`src/rtl/uart_rx.sv`:
```
// Oversampling 8N1 UART receiver feeding io_ctl through a dout/d_rdy/rd handshake.
// Define UART_RX_PARITY_EN to insert an even-parity bit (8E1) with parity_err reporting.
module uart_rx #(
    parameter int CLK_FREQ   = 100000000,
    parameter int BAUD       = 115200,
    parameter int OVERSAMPLE = 16
) (
    input  logic       clk,
    input  logic       rst,
    input  logic       rx,
    input  logic       rd,
    output logic [7:0] dout,
    output logic       d_rdy,
    output logic       frame_err,
    output logic       overrun,
    output logic       parity_err,
    output logic       busy
);

    localparam int DIV   = CLK_FREQ / (BAUD * OVERSAMPLE);
    localparam int DIV_W = (DIV > 1) ? $clog2(DIV) : 1;
    localparam int S_W   = $clog2(OVERSAMPLE);

    localparam logic [DIV_W-1:0] DIV_LAST = DIV_W'(DIV - 1);
    localparam logic [S_W-1:0]   S_MID    = S_W'(OVERSAMPLE / 2 - 1);
    localparam logic [S_W-1:0]   S_LAST   = S_W'(OVERSAMPLE - 1);

    generate
        if (DIV < 1) begin : g_div_chk
            $error("uart_rx: CLK_FREQ too low for BAUD*OVERSAMPLE");
        end
        if ((OVERSAMPLE < 8) || (OVERSAMPLE % 2 != 0)) begin : g_os_chk
            $error("uart_rx: OVERSAMPLE must be even and >= 8");
        end
    endgenerate

    typedef enum logic [2:0] {
        S_IDLE,
        S_START,
        S_DATA,
        S_PARITY,
        S_STOP,
        S_WAIT
    } state_t;

    state_t           r_state, w_state_nx;
    logic [1:0]       r_sync;
    logic [DIV_W-1:0] r_div;
    logic [S_W-1:0]   r_s_ctr, w_s_ctr_nx;
    logic [2:0]       r_b_ctr, w_b_ctr_nx;
    logic [7:0]       r_shift, w_shift_nx;
    logic [7:0]       r_dout;
    logic             r_d_rdy, r_frame_err, r_overrun;
    logic             w_rx_s, w_tick, w_div_clr, w_deliver, w_ferr;
`ifdef UART_RX_PARITY_EN
    logic             r_par_bad, w_par_bad_nx, r_parity_err, w_perr;
`endif

    assign w_rx_s = r_sync[1];
    assign w_tick = (r_div == DIV_LAST);

    always_comb begin
        w_state_nx = r_state;
        w_s_ctr_nx = r_s_ctr;
        w_b_ctr_nx = r_b_ctr;
        w_shift_nx = r_shift;
        w_div_clr  = 1'b0;
        w_deliver  = 1'b0;
        w_ferr     = 1'b0;
`ifdef UART_RX_PARITY_EN
        w_par_bad_nx = r_par_bad;
        w_perr       = 1'b0;
`endif
        case (r_state)
            S_IDLE: begin
                if (!w_rx_s) begin
                    w_state_nx = S_START;
                    w_s_ctr_nx = '0;
                    w_div_clr  = 1'b1;
                end
            end
            S_START: begin
                if (w_tick) begin
                    if (r_s_ctr == S_MID) begin
                        w_s_ctr_nx = '0;
                        w_b_ctr_nx = '0;
                        w_state_nx = w_rx_s ? S_IDLE : S_DATA;
                    end else begin
                        w_s_ctr_nx = r_s_ctr + 1'b1;
                    end
                end
            end
            S_DATA: begin
                if (w_tick) begin
                    if (r_s_ctr == S_LAST) begin
                        w_s_ctr_nx = '0;
                        w_shift_nx = {w_rx_s, r_shift[7:1]};
                        if (r_b_ctr == 3'd7) begin
`ifdef UART_RX_PARITY_EN
                            w_state_nx = S_PARITY;
`else
                            w_state_nx = S_STOP;
`endif
                        end else begin
                            w_b_ctr_nx = r_b_ctr + 3'd1;
                        end
                    end else begin
                        w_s_ctr_nx = r_s_ctr + 1'b1;
                    end
                end
            end
`ifdef UART_RX_PARITY_EN
            S_PARITY: begin
                if (w_tick) begin
                    if (r_s_ctr == S_LAST) begin
                        w_s_ctr_nx   = '0;
                        w_par_bad_nx = w_rx_s ^ (^r_shift);
                        w_state_nx   = S_STOP;
                    end else begin
                        w_s_ctr_nx = r_s_ctr + 1'b1;
                    end
                end
            end
`endif
            S_STOP: begin
                // Leaving at the stop mid-sample lets IDLE catch a back-to-back start edge.
                if (w_tick) begin
                    if (r_s_ctr == S_LAST) begin
                        if (w_rx_s) begin
                            w_state_nx = S_IDLE;
`ifdef UART_RX_PARITY_EN
                            w_perr    = r_par_bad;
                            w_deliver = !r_par_bad;
`else
                            w_deliver = 1'b1;
`endif
                        end else begin
                            w_ferr     = 1'b1;
                            w_state_nx = S_WAIT;
                        end
                    end else begin
                        w_s_ctr_nx = r_s_ctr + 1'b1;
                    end
                end
            end
            S_WAIT: begin
                if (w_rx_s) w_state_nx = S_IDLE;
            end
            default: w_state_nx = S_IDLE;
        endcase
    end

    always_ff @(posedge clk or negedge rst) begin
        if (!rst) begin
            r_sync      <= 2'b11;
            r_state     <= S_IDLE;
            r_div       <= '0;
            r_s_ctr     <= '0;
            r_b_ctr     <= '0;
            r_shift     <= '0;
            r_dout      <= '0;
            r_d_rdy     <= 1'b0;
            r_frame_err <= 1'b0;
            r_overrun   <= 1'b0;
        end else begin
            r_sync      <= {r_sync[0], rx};
            r_state     <= w_state_nx;
            r_div       <= (w_div_clr || w_tick) ? '0 : r_div + 1'b1;
            r_s_ctr     <= w_s_ctr_nx;
            r_b_ctr     <= w_b_ctr_nx;
            r_shift     <= w_shift_nx;
            r_frame_err <= w_ferr;
            r_overrun   <= w_deliver && r_d_rdy && !rd;
            if (w_deliver) begin
                r_dout  <= r_shift;
                r_d_rdy <= 1'b1;
            end else if (rd) begin
                r_d_rdy <= 1'b0;
            end
        end
    end

`ifdef UART_RX_PARITY_EN
    always_ff @(posedge clk or negedge rst) begin
        if (!rst) begin
            r_par_bad    <= 1'b0;
            r_parity_err <= 1'b0;
        end else begin
            r_par_bad    <= w_par_bad_nx;
            r_parity_err <= w_perr;
        end
    end
    assign parity_err = r_parity_err;
`else
    assign parity_err = 1'b0;
`endif

    assign dout      = r_dout;
    assign d_rdy     = r_d_rdy;
    assign frame_err = r_frame_err;
    assign overrun   = r_overrun;
    assign busy      = (r_state != S_IDLE);

endmodule
```
`config.mk`:
```
export PLATFORM = sky130hd
export DESIGN_NAME = uart_rx
export DESIGN_NICKNAME = d
export VERILOG_FILES = /design/src/rtl/uart_rx.sv
export SDC_FILE = /design/constraint.sdc
export NUM_CORES = 1
export LEC_CHECK = 0
export ABC_AREA = 1
export BUFFER_PORTS_ARGS = -buffer_cell sky130_fd_sc_hd__clkbuf_2
export CAP_MARGIN = 5
export CORE_AREA = 2 2 59 74
export CTS_BUF_LIST = sky130_fd_sc_hd__clkbuf_2 sky130_fd_sc_hd__clkbuf_4 sky130_fd_sc_hd__clkbuf_8
export DETAILED_ROUTE_END_ITERATION = 12
export DIE_AREA = 0 0 61 76
export PLACE_DENSITY = 0.68
export SETUP_SLACK_MARGIN = 0.5
export SLEW_MARGIN = 0
export SYNTH_ARGS = -nofsm -noshare
export SYNTH_HDL_FRONTEND = slang
export SYNTH_SLANG_ARGS = --single-unit
```
`constraint.sdc`:
```
create_clock -name clk -period 1.6 [get_ports clk]
set_input_delay 0.32 -clock clk [delete_from_list [all_inputs] [get_ports clk]]
set_output_delay 0.32 -clock clk [all_outputs]
set_load 0.01 [all_outputs]
```
==> metrics <==
outcome finished clean; EDFF count, synth 0; critical path endpoint category output pin; worst-path fanout max 4; GRT overflow 0; gr usage total 0.1994; max_cap viols 0; FF+latch count, synth 37; Comb pwr share 0.019; diode count 0; P per Cell Area 626.7 mW/mm2; Compound-Gate Fraction of Synth Area 0.09425; largest net degree at the start of global routing 18; VDD IR max 508.7 uV; Layout Skew 0.01215 ns; global-route wire length before repair 6941 um; 1st-iter DRT viols 58; antenna violations before repair 0; xor/xnor share of the synthesized area 0.01356; Area Growth Syn to Fin 38.86%; via total after detailed routing 1638; DP HPWL 2619 um; H-tree depth 2; Yosys warning total 0; Num Clock Sinks 37; syn nets 225; simple-gate share of the synthesized area 0.3034; final setup TNS 0 ns; Worst setup SP type flip-flop; # IOs 17; worst min-delay path startpoint rx; WL/cell 14.07 um; post-synthesis sequential area ratio 0.4790; Synth area leaders dfrtp_1 45%, nand2_1 11%, o21ai_2 7.2%; crit path from r_state[0]; Clk pin slew, worst setup/hold paths 0.07 ns; Post-DP Area 0.002142 mm2; critical path arrival 1.16 ns; most common cell after layout, fill and taps aside nand2_1; Setup violations, final 0; Initial Util 0.4844; vias per cell 5.025; clock network fraction of total power 0.422; Worst Hold Class input pin to flip-flop; Avg Inst Size Synth 8.973 um2; vias in the first global route 1523; die area 0.004636 mm2; cts bufs inserted 5; Mapped Cells 216; Tmin final 1.483 ns; area leader, netlist dfrtp_1; Core ar. 0.004001 mm2; Hold Vio Cnt, Final 0; Reg2Reg Launch Point r_state[0]; final net count 278; Post-Layout Inst Area 0.002691 mm2; Static Leak 1.325 nW; adder-cell share of the synthesized area 0.03228; Die Y 76 um; Clock Path Buffers 2; drc violations 0; Final Max Slew Viols 0; largest family of logic cells by synthesized area simple AND/OR/NAND/NOR gates; die width 61 um; kind of critical path flip-flop to output pin; Final Wtd Congestion 0.7681; Routed Antenna Nets 0; Internal Dissipation 1.333 mW; CTS tree built; fmax 674.1 MHz; period utilization 0.9271; Flop pwr share 0.559; most frequent cells in the layout 36 x nand2_1, 32 x dfrtp_1, 27 x buf_4; RSZ-0062 raised after global routing true; WL final 4586 um; # rows 26; asr flop ratio synth 1.000; IO Port Bufs 15; Worst Path Required 1.28 ns; synth unique cells 30; post-synthesis mux area share 0; Psw 0.3533 mW; DR pass1 iterations 4; synthesized area 0.001938 mm2; clock latency on the worst-skew pair 0.29 ns; switching share of total power 0.2095; post-synth top area share 0.4519; layout cells sized above 1 0.5111; Synth Flop Type dfrtp_1; CTS Root Buffer Type clkbuf_8
## through the flow
stage          power, mW    util  setup slack [ns]  std cells  hold WS, ns
2_1_floorplan     0.9655       -            0.2680        216      0.02441
3_3_place_gp      0.9914  0.5353            0.1363        287       0.2518
3_5_place_dp      0.9916  0.5353           0.08898        287       0.2482
4_1_cts            1.701  0.6232            0.1883        318       0.1068
5_1_grt            1.749  0.6726           0.07740        326       0.1082
6_report           1.687  0.6726            0.1166        326       0.1125
## Yosys cell counts, types with 3 or more instances
library cell,count
ha_1,5
nor2_4,4
nand4_1,3
nand2_1,57
inv_1,26
nor2_1,17
dfrtp_1,35
inv_2,5
nand2_2,5
nand3_1,13
o21ai_2,16
## power by group through the flow
stage | clock, mW | sequential, mW | combinational [mW]
after CTS | 0.726 | 0.943 | 0.0330
after detailed placement | 0 | 0.961 | 0.0310
final | 0.712 | 0.943 | 0.0318
after global placement | 0 | 0.960 | 0.0309
after global routing | 0.769 | 0.943 | 0.0377
after floorplan | 0 | 0.960 | 0.00552
## worst paths after layout
path | cells after the start | end | slack (ns)
min in group asynchronous | 2 | r_shift[2] | 0.43
max in group asynchronous | 3 | r_state[0] | 0.68
max reg2reg | 8 | dout[6] | 0.13
max | 3 | busy | 0.12
min reg2reg | 0 | r_sync[1] | 0.36
min | 1 | r_sync[0] | 0.11
## what timing repair did
action	4_1_cts	5_1_grt
hold endpoints to repair	11	0
resized for setup	14	40
pin swaps	8	13
cloned	2	0
setup endpoints to repair	46	64
hold buffers	1	0
buffers inserted	20	8
## cells by family (layout without fill, tap and decap cells)
| logic type | count (synthesis) | count (layout) |
|---|---|---|
| buf+inv | 34 | 87 |
| fa+ha+maj | 5 | 5 |
| compound gates | 22 | 22 |
| xor+xnor | 3 | 3 |
| other cells | 1 | 1 |
| flops | 37 | 37 |
| simple gates | 114 | 115 |
## state kept, by name, indices dropped and copies added (netlist names)
name / count
d_rdy: 1
r_b_ctr: 3
r_state: 3
overrun: 1
dout: 8
r_s_ctr: 4
r_div: 6
frame_err: 1
r_sync: 2
r_shift: 8
## critical path, stage by stage, from the launching register on
cell	delay [ns]
dfrtp_2	0.47
nor2_4	0.19
nand2_4	0.09
buf_6	0.12
## layout make-up
class                           count  area, um2
Inverter                           31      128.9
Timing Repair Buffer               48      384.1
Tap cell                           56      70.07
Fill cell                         319       1310
Clock buffer                        8      97.59
Sequential cell                    37      932.1
Multi-Input combinational cell    146       1079
## layer usage
| layer | wire [um] | track usage | vias to the layer above |
|---|---|---|---|
| met5 | 0 | 0 | - |
| met4 | 133 | 0.08043 | 0 |
| met3 | 142 | 0.04414 | 12 |
| met2 | 2467 | 0.3333 | 33 |
| met1 | 1843 | 0.2405 | 805 |
| li1 | - | - | 788 |
Note: power is estimated with default switching activity, not from simulation.
